**src/rtl/adder_measure_sequencer_if.sv**
```systemverilog
// Control/result and adder-side signals of one measurement sequencer.
// master is the sequencer; slave is the register block plus the wrapped adder.
interface adder_measure_sequencer_if #(
  parameter int CNT_W = 16
);
  logic             start;
  logic             abort;
  logic [31:0]      op_a;
  logic [31:0]      op_b;
  logic [CNT_W-1:0] run_cycles;
  logic [31:0]      adder_sum;
  logic [31:0]      adder_count;
  logic [31:0]      adder_a;
  logic [31:0]      adder_b;
  logic             adder_run;
  logic             adder_counter_rst;
  logic             busy;
  logic             done;
  logic [31:0]      result_sum;
  logic [31:0]      result_count;
  logic             sum_ok;

  modport master (
    input  start, abort, op_a, op_b, run_cycles, adder_sum, adder_count,
    output adder_a, adder_b, adder_run, adder_counter_rst,
    output busy, done, result_sum, result_count, sum_ok
  );

  modport slave (
    output start, abort, op_a, op_b, run_cycles, adder_sum, adder_count,
    input  adder_a, adder_b, adder_run, adder_counter_rst,
    input  busy, done, result_sum, result_count, sum_ok
  );
endinterface

```
**src/rtl/adder_measure_sequencer.sv**
```systemverilog
// Sequences one instrumented-adder measurement: load, run window, settle, capture, check.
// done pulses N+SETTLE_CYCLES+2 edges after start; start ignored while busy, abort cancels.
module adder_measure_sequencer #(
  parameter int CNT_W         = 16,
  parameter int SETTLE_CYCLES = 4
) (
  input  logic                        wb_clk_i,
  input  logic                        wb_rst_i,
  adder_measure_sequencer_if.master   bus
);
  localparam int SET_W = $clog2(SETTLE_CYCLES + 1);

  localparam logic [2:0] ST_IDLE    = 3'd0;
  localparam logic [2:0] ST_LOAD    = 3'd1;
  localparam logic [2:0] ST_RUN     = 3'd2;
  localparam logic [2:0] ST_SETTLE  = 3'd3;
  localparam logic [2:0] ST_CAPTURE = 3'd4;

  logic [2:0]       state;
  logic [CNT_W-1:0] run_cnt;
  logic [SET_W-1:0] settle_cnt;
  logic [31:0]      a_q;
  logic [31:0]      b_q;
  logic [31:0]      exp_sum;
  logic             sum_match;
  logic             done_q;
  logic [31:0]      res_sum_q;
  logic [31:0]      res_count_q;
  logic             sum_ok_q;

  // 32-bit add drops the carry, giving the mod 2^32 expected sum.
  assign exp_sum   = a_q + b_q;
  assign sum_match = (bus.adder_sum == exp_sum);

  always_ff @(posedge wb_clk_i or posedge wb_rst_i) begin
    if (wb_rst_i) begin
      state       <= ST_IDLE;
      run_cnt     <= '0;
      settle_cnt  <= '0;
      a_q         <= '0;
      b_q         <= '0;
      done_q      <= 1'b0;
      res_sum_q   <= '0;
      res_count_q <= '0;
      sum_ok_q    <= 1'b0;
    end else begin
      done_q <= 1'b0;
      if (bus.abort && (state != ST_IDLE)) begin
        state <= ST_IDLE;
      end else begin
        case (state)
          ST_IDLE: begin
            if (bus.start && !bus.abort) begin
              a_q     <= bus.op_a;
              b_q     <= bus.op_b;
              run_cnt <= (bus.run_cycles == '0) ? CNT_W'(1) : bus.run_cycles;
              state   <= ST_LOAD;
            end
          end
          ST_LOAD: state <= ST_RUN;
          ST_RUN: begin
            if (run_cnt == CNT_W'(1)) begin
              settle_cnt <= SET_W'(SETTLE_CYCLES);
              state      <= ST_SETTLE;
            end else begin
              run_cnt <= run_cnt - CNT_W'(1);
            end
          end
          ST_SETTLE: begin
            if (settle_cnt == SET_W'(1)) state <= ST_CAPTURE;
            else settle_cnt <= settle_cnt - SET_W'(1);
          end
          ST_CAPTURE: begin
            res_sum_q   <= bus.adder_sum;
            res_count_q <= bus.adder_count;
            sum_ok_q    <= sum_match;
            done_q      <= 1'b1;
            state       <= ST_IDLE;
          end
          default: state <= ST_IDLE;
        endcase
      end
    end
  end

  // Decoded straight from the async-reset state so adder_run drops with reset.
  assign bus.adder_run         = (state == ST_RUN);
  assign bus.adder_counter_rst = (state == ST_LOAD);
  assign bus.busy              = (state != ST_IDLE);
  assign bus.adder_a           = a_q;
  assign bus.adder_b           = b_q;
  assign bus.done              = done_q;
  assign bus.result_sum        = res_sum_q;
  assign bus.result_count      = res_count_q;
  assign bus.sum_ok            = sum_ok_q;
endmodule
```
**src/flat_wrapper.sv**
```systemverilog
// flat-port wrapper written by rule: the top's interface ports become plain ports
module adder_measure_sequencer_flat 
#(
  parameter int CNT_W         = 16,
  parameter int SETTLE_CYCLES = 4
)
  (wb_clk_i, wb_rst_i, bus_start, bus_abort, bus_op_a, bus_op_b, bus_run_cycles, bus_adder_sum, bus_adder_count, bus_adder_a, bus_adder_b, bus_adder_run, bus_adder_counter_rst, bus_busy, bus_done, bus_result_sum, bus_result_count, bus_sum_ok);
  adder_measure_sequencer_if #(.CNT_W(CNT_W)) bus_i ();
  input  logic wb_clk_i;
  input  logic wb_rst_i;
  input wire logic [$bits(bus_i.start)-1:0] bus_start;
  input wire logic [$bits(bus_i.abort)-1:0] bus_abort;
  input wire logic [$bits(bus_i.op_a)-1:0] bus_op_a;
  input wire logic [$bits(bus_i.op_b)-1:0] bus_op_b;
  input wire logic [$bits(bus_i.run_cycles)-1:0] bus_run_cycles;
  input wire logic [$bits(bus_i.adder_sum)-1:0] bus_adder_sum;
  input wire logic [$bits(bus_i.adder_count)-1:0] bus_adder_count;
  output wire logic [$bits(bus_i.adder_a)-1:0] bus_adder_a;
  output wire logic [$bits(bus_i.adder_b)-1:0] bus_adder_b;
  output wire logic [$bits(bus_i.adder_run)-1:0] bus_adder_run;
  output wire logic [$bits(bus_i.adder_counter_rst)-1:0] bus_adder_counter_rst;
  output wire logic [$bits(bus_i.busy)-1:0] bus_busy;
  output wire logic [$bits(bus_i.done)-1:0] bus_done;
  output wire logic [$bits(bus_i.result_sum)-1:0] bus_result_sum;
  output wire logic [$bits(bus_i.result_count)-1:0] bus_result_count;
  output wire logic [$bits(bus_i.sum_ok)-1:0] bus_sum_ok;
  assign bus_i.start = bus_start;
  assign bus_i.abort = bus_abort;
  assign bus_i.op_a = bus_op_a;
  assign bus_i.op_b = bus_op_b;
  assign bus_i.run_cycles = bus_run_cycles;
  assign bus_i.adder_sum = bus_adder_sum;
  assign bus_i.adder_count = bus_adder_count;
  assign bus_adder_a = bus_i.adder_a;
  assign bus_adder_b = bus_i.adder_b;
  assign bus_adder_run = bus_i.adder_run;
  assign bus_adder_counter_rst = bus_i.adder_counter_rst;
  assign bus_busy = bus_i.busy;
  assign bus_done = bus_i.done;
  assign bus_result_sum = bus_i.result_sum;
  assign bus_result_count = bus_i.result_count;
  assign bus_sum_ok = bus_i.sum_ok;
  adder_measure_sequencer #(.CNT_W(CNT_W), .SETTLE_CYCLES(SETTLE_CYCLES)) u_core (.wb_clk_i(wb_clk_i), .wb_rst_i(wb_rst_i), .bus(bus_i));
endmodule
```
**config.mk**
```make
export PLATFORM = sky130hd
export DESIGN_NAME = adder_measure_sequencer_flat
export DESIGN_NICKNAME = d
export VERILOG_FILES = /design/src/rtl/adder_measure_sequencer_if.sv /design/src/rtl/adder_measure_sequencer.sv /design/src/flat_wrapper.sv
export SDC_FILE = /design/constraint.sdc
export NUM_CORES = 1
export LEC_CHECK = 0
export ABC_AREA = 0
export BUFFER_PORTS_ARGS = -buffer_cell sky130_fd_sc_hd__buf_2
export CAP_MARGIN = 15
export CORE_MARGIN = 2
export CORE_UTILIZATION = 40
export DETAILED_ROUTE_END_ITERATION = 6
export PLACE_DENSITY = 0.66
export REMOVE_ABC_BUFFERS = 1
export SKIP_LAST_GASP = 1
export SYNTH_ARGS = -nofsm -noshare
export SYNTH_HDL_FRONTEND = slang
export SYNTH_SLANG_ARGS = --single-unit
```
**constraint.sdc**
```tcl
create_clock -name wb_clk_i -period 9.3 [get_ports wb_clk_i]
set_clock_uncertainty 0.2 [all_clocks]
set_input_delay 1.86 -clock wb_clk_i [delete_from_list [all_inputs] [get_ports wb_clk_i]]
set_output_delay 1.86 -clock wb_clk_i [all_outputs]
set_load 0.03 [all_outputs]
```
# After elaboration in Yosys (flattened, before gate mapping)

Cells that the tools add are included.

Bits of input ports: 148
Register bits after elaboration: 152
Logic and storage cells: 54
Output and inout port bits: 133

Add/subtract/negate cells: 3
Bitwise gates (word level): 1
Multiplexer cells: 14
Reductions and logical operators: 13
Equal/unequal tests: 14

Operator list:

| kind                    | count |
|---|---|
| $mux W16                | 3 |
| $add A32 B32 Y32        | 1 |
| $eq A32 B32 Y1          | 1 |
| $pmux W16 S2            | 1 |
| $mux W3                 | 6 |
| $eq A16 B1 Y1 const B   | 1 |
| $logic_not A16 Y1       | 1 |
| $sub A16 B1 Y16 const B | 1 |
| $pmux W3 S4             | 1 |
| $ne A3 B1 Y1 const B    | 3 |
| $reduce_and A4 Y1       | 2 |
| $eq A3 B1 Y1 const B    | 2 |
| $eq A3 B2 Y1 const B    | 2 |
| $pmux W3 S2             | 1 |
| $reduce_and A3 Y1       | 2 |
| $ne A2 B1 Y1 const B    | 2 |
| $ne A2 B2 Y1 const B    | 2 |
| $reduce_bool A2 Y1      | 2 |
| $eq A3 B3 Y1 const B    | 1 |
| $logic_not A3 Y1        | 1 |
| $reduce_bool A3 Y1      | 1 |
| $sub A3 B1 Y3 const B   | 1 |
| $logic_and A1 B1 Y1     | 2 |
| $mux W1                 | 2 |
| 3 further kinds         | 3 |

# Logic depth before layout (Yosys ltp)

Gate-level depths: netlist (run 1).

Depth after elaboration: 5
Mapped depth: 10
Gate-level depth less buffers: 10

# Worst setup path before layout (run 1)

No wires, ideal clock.

Path type: input to register
From: input bus_abort
To: register u_core.res_count_q[10] (netlist: u_core.bus.result_count[10])
Setup time: 125 ps
Data arrival time: 3322 ps
Required time: 8975 ps
Stages: 5
Buffers on the path: 3
Setup slack: 5654 ps
Cells stage by stage: clkbuf_1 nor4b_2 clkbuf_1 buf_2 mux2_2

Longest elaborated chain between the ends: 3

RTL lines:

| element                     | RTL line                      | RTL |
|---|---|---|
| start: declaration          | flat_wrapper.sv:12            | `input wire logic [$bits(bus_i.abort)-1:0] bus_abort;` |
| $logic_and A1 B1 Y1         | adder_measure_sequencer.sv:48 | `if (bus.abort && (state != ST_IDLE)) begin` |
| $not A1 Y1 (no line)        | n/a                           |  |
| $reduce_and A2 Y1 (no line) | n/a                           |  |
| end signal: assignment      | adder_measure_sequencer.sv:75 | `res_count_q <= bus.adder_count;` |
| end: declaration            | adder_measure_sequencer.sv:28 | `logic [31:0] res_count_q;` |

No other way between the ends.
A chain may end at the register's enable or synchronous reset.

# Worst setup path in the final report (run 1)

From: register u_core.state[0]
To: output bus_adder_run

Longest elaborated chain between the ends: 1

RTL lines:

| element                  | RTL line                      | RTL |
|---|---|---|
| start: declaration       | adder_measure_sequencer.sv:19 | `logic [2:0] state;` |
| start signal: assignment | adder_measure_sequencer.sv:37 | `state <= ST_IDLE;` |
| start signal: assignment | adder_measure_sequencer.sv:49 | `state <= ST_IDLE;` |
| start signal: assignment | adder_measure_sequencer.sv:57 | `state <= ST_LOAD;` |
| $eq A3 B2 Y1             | adder_measure_sequencer.sv:87 | `assign bus.adder_run = (state == ST_RUN);` |
| end: declaration         | flat_wrapper.sv:20            | `output wire logic [$bits(bus_i.adder_run)-1:0] bus_adder_run;` |

No other way between the ends.

==> reports/results.ini, run 1 <==
[power_and_ir_drop]
netSwitchingFraction_pct=49.2
clockPowerShare_pct=13.7
vdd_ir_drop_max_mv=0.172
p_sw_mw=2.41
comb_power_share_pct=61.9
share_seq_of_total_power_pct=24.3
total_leakage_power_nw=5.26
power_density_over_the_cells_mw_per_mm2=456
power.internal_mw=2.49

[synthesis]
synth_flop_cell=sky130_fd_sc_hd__dfrtp_1
yosysUniqueCellTypes=78
synth_enable_flop_cells=0
async_flop_share_pct=100
synth-seq-area-share_pct=44.4
syn-cell-area_mm2=0.00856
syn-instance-count=782
syn_area_per_cell_um2=11.0
synthesis.yosys.warnings=0
synthesized_flop_and_latch_total=152

[worst_setup_path]
slowest_stage_cell_crit_path=sky130_fd_sc_hd__inv_1
cp.buffers_inverters=2
crit_path_start_kind=flop
endpoint_kind=output port
reg2regPathDepth=7
crit_path_cells=nor2_1, nand2_1, inv_1, buf_2
required_ns=7.24
timing_worst_setup_path_type=flop to output port
crit_cells=4
cell_type_group_with_the_largest_total_delay_on_the_critical_path=buffers and inverters
timing.critical_path.arrival_ns=2.44
max_incr_delay_on_cp_ns=0.65
critical_path.max_fanout=22

[final_layout]
instances_no_fill=1339
mostFrequentLayoutCells=280 x sky130_fd_sc_hd__buf_2, 152 x sky130_fd_sc_hd__dfrtp_1, 118 x sky130_fd_sc_hd__mux2_2, 50 x sky130_fd_sc_hd__a21oi_1, 47 x sky130_fd_sc_hd__nor2_1
design.final.nets=1235
most_frequent_standard_cell_in_the_layout_excluding_fill_and_tap_cells=sky130_fd_sc_hd__buf_2
antenna_cells=0
area_delta_synth_final_pct=25.4
drive_gt1_share_pct=42.6

[status]
status=finished clean

[global_routing]
grt_pass1_vias=7033
grtUsageTotal_pct=20.6
antenna_found_initial=0
largest_net_degree_at_the_start_of_global_routing=83
grt-ovfl-total=0
grt_first_pass_wirelength_um=36400

[placed_design]
finalWeightedCongestion=0.872
dp_wirelength_um=18400
placed_cells=1307
numPortBuffers=280

[cts]
clkTransAtPathRegs_ns=0.06
holdBufCountCts=0
tritoncts.num_buffers=17
tritoncts=built
clk_latency_ns=0.42
post_cts_resize_count=0
post_cts.repair.setup_buffers=0
buffer_levels_on_the_longest_clock_path=2
cts_num_sinks=152
ctsRootBufferMaster=sky130_fd_sc_hd__clkbuf_16
cts_max_level=4

[flow_run]
timing.max_cap.violations=0

[floorplan]
die_h_um=150
floorplan.io_pins=281
die_area_mm2=0.0226
rows=53
placeableCoreArea_mm2=0.0210
floorplan.die.width_um=150
start_util_pct=40.7

[routing]
detail_route.wirelength_um=23500
detail_routed_via_count_per_cell=5.38
drt-pass1-iter-count=5
wl_per_cell_um=17.6
total_drc_errors_in_the_routed_layout=0
drt_first_iter_violations=416
antenna_left=0
num_vias=7206

[hold_path]
worst_hold_path.num_cells=1
hold_path_class=flop to flop

[sta]
timing_worst_slew_pin_value_ns=1.13
fmax_mhz=222
timing.hold.ws_ns=0.302
setup-tns-final_ns=0
post-route-min-period_ns=4.50
report.final.slew_viol_count=0
slew-limit-headroom_pct=24.1
final_report_hold_violation_count=0
rsz0062_at_grt=no
fin_crit_sh_pct=48.4
setup_violations=0

cell families (layout without fill, tap and decap cells):
group	after synthesis	count (layout)	synth area share, %
xor+xnor	41	41	4.51
compound gates	200	200	15.3
flops	152	152	44.4
simple gates	162	162	9.78
buf+inv	58	340	3.19
mux	133	133	17.4
fa+ha+maj	36	36	5.35
worst paths after layout:
| path | start | endpoint | slack, ns |
|---|---|---|---|
| worst max-delay path | u_core.state[0] | bus_adder_run | 4.80 |
| worst min-delay path | u_core.bus.result_sum[18] | u_core.bus.result_sum[18] | 0.30 |
| worst max register to register | u_core.run_cnt[3] | u_core.bus.adder_b[9] | 5.81 |
| worst min register to register | u_core.bus.result_sum[18] | u_core.bus.result_sum[18] | 0.30 |
| max in group asynchronous | wb_rst_i | u_core.settle_cnt[2] | 6.04 |
| min in group asynchronous | wb_rst_i | u_core.bus.result_count[14] | 1.34 |
layer usage:
layer / track usage (%) / share of wire [%]
met1: 26.9 / 45
met2: 34.4 / 48
met3: 4.30 / 6.0
met4: 6.18 / 1.5
met5: 0 / 0
area by class of cell:
cell class / count / area, um^2
clock inverters: 15 / 144
clock buffers: 17 / 425
flip-flops and latches: 152 / 3800
repair buffers: 284 / 1430
fillers: 1954 / 10300
well taps: 275 / 344
inverters: 24 / 95.1
multi-input cells: 572 / 4500
worst reg2reg max path: cells and delay by family, from the launching register on:
kind / cells / cell delay, ns
multiplexers: 1 / 0.41
AO/OA/AOI/OAI: 2 / 0.44
buffers and inverters: 1 / 0.58
AND/OR/NAND/NOR: 3 / 1.30
flip-flops: 1 / 0.44
registers in the layout (all words and copies together) (netlist names):
name / count
u_core.bus.adder_a: 32
u_core.bus.adder_b: 32
u_core.bus.result_count: 32
u_core.bus.result_sum: 32
u_core.run_cnt: 16
u_core.settle_cnt: 3
u_core.state: 3
u_core.bus.done: 1
u_core.bus.sum_ok: 1
stage by stage:
stage | instance area, um^2 | total power, mW | worst slack (ns) | util, %
4_1_cts | 10700 | 4.91 | 4.79 | 51.1
2_1_floorplan | 8380 | 3.40 | 2.41 | -
3_3_place_gp | 10200 | 4.17 | 4.89 | 48.4
5_1_grt | 10700 | 5.26 | 4.59 | 51.1
6_report | 10700 | 4.89 | 4.80 | 51.1
3_5_place_dp | 10200 | 4.22 | 4.85 | 48.4
synthesized netlist by cell type, drive strengths merged, types with 16 or more instances:
cell type,number,share of area [%]
a21oi,52,3.1
dfrtp,152,44
xor2,23,2.4
nor2,48,2.2
xnor2,16,1.6
o21ai,52,3.1
nand3,16,0.94
inv,24,1.1
buf,22,1.6
mux2,128,17
ha,35,5.1
nand2,31,1.4
power by group through the flow:
stage	registers (mW)	logic, mW	clock network (mW)
final	1.19	3.03	0.673
after global routing	1.23	3.31	0.718
after CTS	1.19	3.03	0.689
after detailed placement	1.20	3.01	0
after global placement	1.20	2.97	0
after floorplan	1.64	1.76	0
No activity file was read; power rests on OpenSTA's default activity.
==> run 2: changes to the inputs <==
Settings changed: PLACE_DENSITY 0.66 to 0.68.
Clock period 9.3 ns to 3.9 ns, I/O delays scaled along.
==> run 2 against run 1 <==
Sequential share of layout area down 0.24 points. Setup slack lost 3.9 ns. Worst hold slack worse by 0.16 ns. Critical endpoint is now u_core.bus.sum_ok.
==> reports/results.ini, run 2 (synthesized netlist as in run 1, its figures left out) <==
[power_and_ir_drop]
total_leakage_power_nw=5.32
total_power_mw=11.8
power_density_over_the_cells_mw_per_mm2=1090
vdd_ir_drop_max_mv=0.395

[worst_setup_path]
cp.buffers_inverters=0
critical_path.max_fanout=5
crit_path_start_kind=flop
timing.critical_path.arrival_ns=3.16
endpoint_kind=flop
timing_worst_setup_path_type=flop to flop
slowest_stage_cell_crit_path=sky130_fd_sc_hd__fa_1
crit_path_cells=ha_1, fa_1, a21oi_1, o221ai_2, a32o_1, or2_1, a211oi_1, o2111a_1, nand4_1, o31ai_1
max_incr_delay_on_cp_ns=0.44
required_ns=4.04
cell_type_group_with_the_largest_total_delay_on_the_critical_path=compound AO/OA/AOI/OAI gates

[placed_design]
finalWeightedCongestion=0.857
dp_wirelength_um=18100
numPortBuffers=280
placed_cells=1309
place_ws_ns=0.869

[final_layout]
instances_no_fill=1341
layout.area.seq_mm2=0.00380
multiInputGateArea_mm2=0.00450
fill_cells=1934
drive_gt1_share_pct=42.7
area_delta_synth_final_pct=26.3
antenna_cells=0
design.final.nets=1237
mostFrequentLayoutCells=280 x sky130_fd_sc_hd__buf_2, 152 x sky130_fd_sc_hd__dfrtp_1, 118 x sky130_fd_sc_hd__mux2_2, 50 x sky130_fd_sc_hd__a21oi_1, 47 x sky130_fd_sc_hd__nor2_1
most_frequent_standard_cell_in_the_layout_excluding_fill_and_tap_cells=sky130_fd_sc_hd__buf_2

[status]
status=finished clean

[cts]
clkTransAtPathRegs_ns=0.07
post_cts_resize_count=0
tritoncts.num_buffers=17
holdBufCountCts=0
post_cts.repair.setup_buffers=0
cts_num_sinks=152
tritoncts=built
cts_max_level=4
ctsRootBufferMaster=sky130_fd_sc_hd__clkbuf_16
buffer_levels_on_the_longest_clock_path=2
clk_latency_ns=0.43

[floorplan]
rows=53
start_util_pct=40.7
placeableCoreArea_mm2=0.0210
floorplan.io_pins=281
floorplan.die.width_um=150
die_area_mm2=0.0226
die_h_um=150

[flow_run]
timing.max_cap.violations=0

[global_routing]
antenna_found_initial=0
grt-ovfl-total=0
largest_net_degree_at_the_start_of_global_routing=78
grt_pass1_vias=7159
grt_first_pass_wirelength_um=37200
grtUsageTotal_pct=20.9

[routing]
detail_route.wirelength_um=23500
total_drc_errors_in_the_routed_layout=0
num_vias=7269
drt-pass1-iter-count=7
drt_first_iter_violations=334
antenna_left=0
detail_routed_via_count_per_cell=5.42
wl_per_cell_um=17.5

[sta]
post-route-min-period_ns=3.02
setup-tns-final_ns=0
slew-limit-headroom_pct=39.4
timing_worst_slew_pin_value_ns=0.910
final_ws_setup_ns=0.879
final_report_hold_violation_count=0
fin_crit_sh_pct=77.5
rsz0062_at_grt=no
fmax_mhz=331
setup_violations=0
report.final.slew_viol_count=0

[hold_path]
hold_path_class=input pin to async pin

-- run 2: area by class of cell --
cell class,instances,area share [%]
Inverter,24,0.879
Timing Repair Buffer,286,13.6
Clock inverter,15,1.64
Sequential cell,152,35.2
Multi-Input combinational cell,572,41.6
Tap cell,275,3.18
Clock buffer,17,3.93
-- run 2: worst reg2reg max path: stages (launching register included) --
cell                       delay (ns)
sky130_fd_sc_hd__dfrtp_1         0.40
sky130_fd_sc_hd__ha_1            0.25
sky130_fd_sc_hd__fa_1            0.44
sky130_fd_sc_hd__a21oi_1         0.22
sky130_fd_sc_hd__o221ai_2        0.20
sky130_fd_sc_hd__a32o_1          0.28
sky130_fd_sc_hd__or2_1           0.25
sky130_fd_sc_hd__a211oi_1        0.21
sky130_fd_sc_hd__o2111a_1        0.20
sky130_fd_sc_hd__nand4_1         0.07
sky130_fd_sc_hd__o31ai_1         0.23
-- run 2: path summary, 6_finish.rpt --
path,start,end,slack [ns],cells past startpoint
setup / recovery,u_core.bus.adder_b[0],u_core.bus.sum_ok,0.88,10
hold / removal,wb_rst_i,u_core.bus.result_count[14],0.14,2
setup reg to reg,u_core.bus.adder_b[0],u_core.bus.sum_ok,0.88,10
hold reg to reg,u_core.bus.result_sum[0],u_core.bus.result_sum[0],0.30,1
max in group asynchronous,wb_rst_i,u_core.bus.result_sum[3],2.52,3
min in group wb_clk_i,u_core.bus.result_sum[0],u_core.bus.result_sum[0],0.30,1
-- run 2: metal layers --
metal  vias up  track usage, %  share of wire [%]
met5         -               0                  0
met4         0            4.86                1.2
met3        29            5.03                7.1
met2       285            35.4                 49
met1      3496            27.0                 43
li1       3459               -                  -
-- run 2: per-stage QoR --
step                instance area [um^2]  util (%)  hold slack, ns
detailed placement                 10200      48.6           0.286
CTS                                10800      51.4           0.140
global route                       10800      51.4           0.143
global placement                   10200      48.6           0.285
floorplan                           8380         -           0.271
finish                             10800      51.4           0.144
-- run 2: power by group --
| part | switching [mW] | internal (mW) | leakage [nW] | total, mW |
|---|---|---|---|---|
| Sequential | 0.536 | 2.28 | 1.92 | 2.81 |
| Clock | 0.736 | 0.972 | 0.300 | 1.71 |
| Combinational | 4.49 | 2.79 | 3.10 | 7.28 |
==> run 3: changes to the inputs <==
Clock period 3.9 ns to 2.5 ns, I/O delays scaled along.
==> run 3 against run 2 <==
The flow now finishes with violations (negative setup slack). Power grew 81%. Design area grew 14%. Sequential power grew 51%. Clock power grew 51%. Die area is the same. Largest cell class unchanged. Largest power group unchanged. Highest routed layer unchanged.
==> reports/results.ini, run 3 (synthesized netlist as in run 1, its figures left out) <==
[global_routing]
grt_pass1_vias=7768
antenna_found_initial=0
grt-ovfl-total=0
grtUsageTotal_pct=22.0
largest_net_degree_at_the_start_of_global_routing=58
grt_first_pass_wirelength_um=38900

[floorplan]
floorplan.die.width_um=150
die_area_mm2=0.0226
start_util_pct=40.7
rows=53
placeableCoreArea_mm2=0.0210
die_h_um=150
floorplan.io_pins=281

[worst_setup_path]
crit_end=u_core.bus.sum_ok
crit_path_cells=ha_1, a21oi_4, o2111ai_2, a21o_1, a41o_1, a311oi_2, o2111a_1, nand4_1, o31ai_1
cp.buffers_inverters=0
timing_worst_setup_path_type=flop to flop
required_ns=2.63
critical_path.max_fanout=4
timing.critical_path.arrival_ns=2.97
timing.rr.start=u_core.bus.adder_b[4]
cell_type_group_with_the_largest_total_delay_on_the_critical_path=compound AO/OA/AOI/OAI gates
critical_path_startpoint=u_core.bus.adder_b[4]
endpoint_kind=flop
max_incr_delay_on_cp_ns=0.41
crit_path_start_kind=flop
timing.reg2reg.setup_slack_ns=-0.33
crit_cells=9
slowest_stage_cell_crit_path=sky130_fd_sc_hd__dfrtp_1
crit-reg2reg-capture=u_core.bus.sum_ok
reg2regPathDepth=9

[placed_design]
numPortBuffers=280
placed_cells=1476
dp_wirelength_um=19500
dpl-instance-area_mm2=0.0115
finalWeightedCongestion=0.907

[cts]
clkTransAtPathRegs_ns=0.07
cts_max_level=4
ctsRootBufferMaster=sky130_fd_sc_hd__clkbuf_16
cts_num_sinks=152
buffer_levels_on_the_longest_clock_path=2
tritoncts=built
clk_latency_ns=0.43
tritoncts.num_buffers=17

[power_and_ir_drop]
share_seq_of_total_power_pct=19.9
netSwitchingFraction_pct=45.6
p_sw_mw=9.75
clockPowerShare_pct=12.1
total_leakage_power_nw=6.20
total_power_mw=21.4
comb_power_share_pct=68.0
power_density_over_the_cells_mw_per_mm2=1740
vdd_ir_drop_max_mv=0.586
power.internal_mw=11.6

[final_layout]
most_frequent_standard_cell_in_the_layout_excluding_fill_and_tap_cells=sky130_fd_sc_hd__buf_2
area_delta_synth_final_pct=43.7
final_core_utilization_pct=58.6
instances_no_fill=1515
fin_area_mm2=0.0123
design.final.nets=1411
antenna_cells=0
drive_gt1_share_pct=51.9
mostFrequentLayoutCells=280 x sky130_fd_sc_hd__buf_2, 169 x sky130_fd_sc_hd__buf_4, 151 x sky130_fd_sc_hd__dfrtp_1, 118 x sky130_fd_sc_hd__mux2_2, 49 x sky130_fd_sc_hd__a21oi_1
fill_cells=1866

[sta]
final_ws_setup_ns=-0.332
fin_crit_sh_pct=113
post-route-min-period_ns=2.83
fmax_mhz=353
rsz0062_at_grt=yes
timing_worst_slew_pin_value_ns=0.642
slew-limit-headroom_pct=57.0
final_report_hold_violation_count=0
report.final.slew_viol_count=0
setup_violations=1

[routing]
drt_first_iter_violations=318
num_vias=7799
wl_per_cell_um=16.9
drt-pass1-iter-count=4
total_drc_errors_in_the_routed_layout=0
detail_route.wirelength_um=25500
detail_routed_via_count_per_cell=5.15
antenna_left=0

[flow_run]
timing.max_cap.violations=0

[status]
failed_checks=negative setup slack
status=finished with violations

[hold_path]
hold_path_class=input pin to flop

[run 3: worst min-delay path by stage]
stage,from,to,slack [ns],cells past startpoint
global route,bus_op_a[24],u_core.bus.adder_a[24],0.08,2
global placement,u_core.bus.sum_ok,u_core.bus.sum_ok,0.28,2
detailed placement,u_core.bus.result_count[14],u_core.bus.result_count[14],0.29,1
finish,bus_op_a[24],u_core.bus.adder_a[24],0.08,2
floorplan,u_core.run_cnt[11],u_core.run_cnt[11],0.27,2
CTS,bus_op_a[24],u_core.bus.adder_a[24],0.06,2
[run 3: final cells by class]
| class | count | area (um^2) | area share, % |
|---|---|---|---|
| clock inverters | 15 | 159 | 1.29 |
| multi-input cells | 572 | 4580 | 37.2 |
| inverters | 24 | 95.1 | 0.773 |
| well taps | 275 | 344 | 2.80 |
| repair buffers | 460 | 2900 | 23.5 |
| flip-flops and latches | 152 | 3800 | 30.9 |
| clock buffers | 17 | 425 | 3.46 |
[run 3: worst register-to-register path, delay by kind of cell (launching register included)]
family          cells  cell delay [ns]
compound gates      7             1.64
fa+ha+maj           1             0.41
flops               1             0.41
simple gates        1             0.09
[run 3: metal layers]
layer | part of all wire (%) | up-vias | global-route usage [%]
met5 | 0 | - | 0
li1 | - | 3791 | -
met1 | 43 | 3747 | 28.2
met2 | 49 | 238 | 37.9
met3 | 6.0 | 23 | 4.42
met4 | 1.2 | 0 | 5.38
[run 3: what timing repair did]
action / in CTS / in global routing
hold buffers: 1 / 0
endpoints found under the hold margin: 36 / 0
setup buffers: 1 / 2
gates resized for setup: 13 / 10
cloned: 1 / 2
pin swaps: 11 / 7
endpoints found under the setup margin: 41 / 72
[run 3: power groups by stage]
| stage | logic [mW] | clock network, mW | registers, mW |
|---|---|---|---|
| 6_report | 14.5 | 2.59 | 4.25 |
| 5_1_grt | 15.7 | 2.76 | 4.39 |
| 4_1_cts | 14.3 | 2.66 | 4.25 |
| 3_5_place_dp | 14.0 | 0 | 4.29 |
| 3_3_place_gp | 13.9 | 0 | 4.24 |
| 2_1_floorplan | 6.55 | 0 | 6.11 |
[run 3: per-stage QoR]
step	hold slack [ns]	setup slack [ns]	TNS, ns
floorplan	0.271	-3.07	-542.72
global placement	0.283	-0.436	-0.436
detailed placement	0.290	-0.510	-1.15
CTS	0.0631	-0.324	-2.91
global route	0.0771	-0.457	-0.499
finish	0.0819	-0.332	-0.332
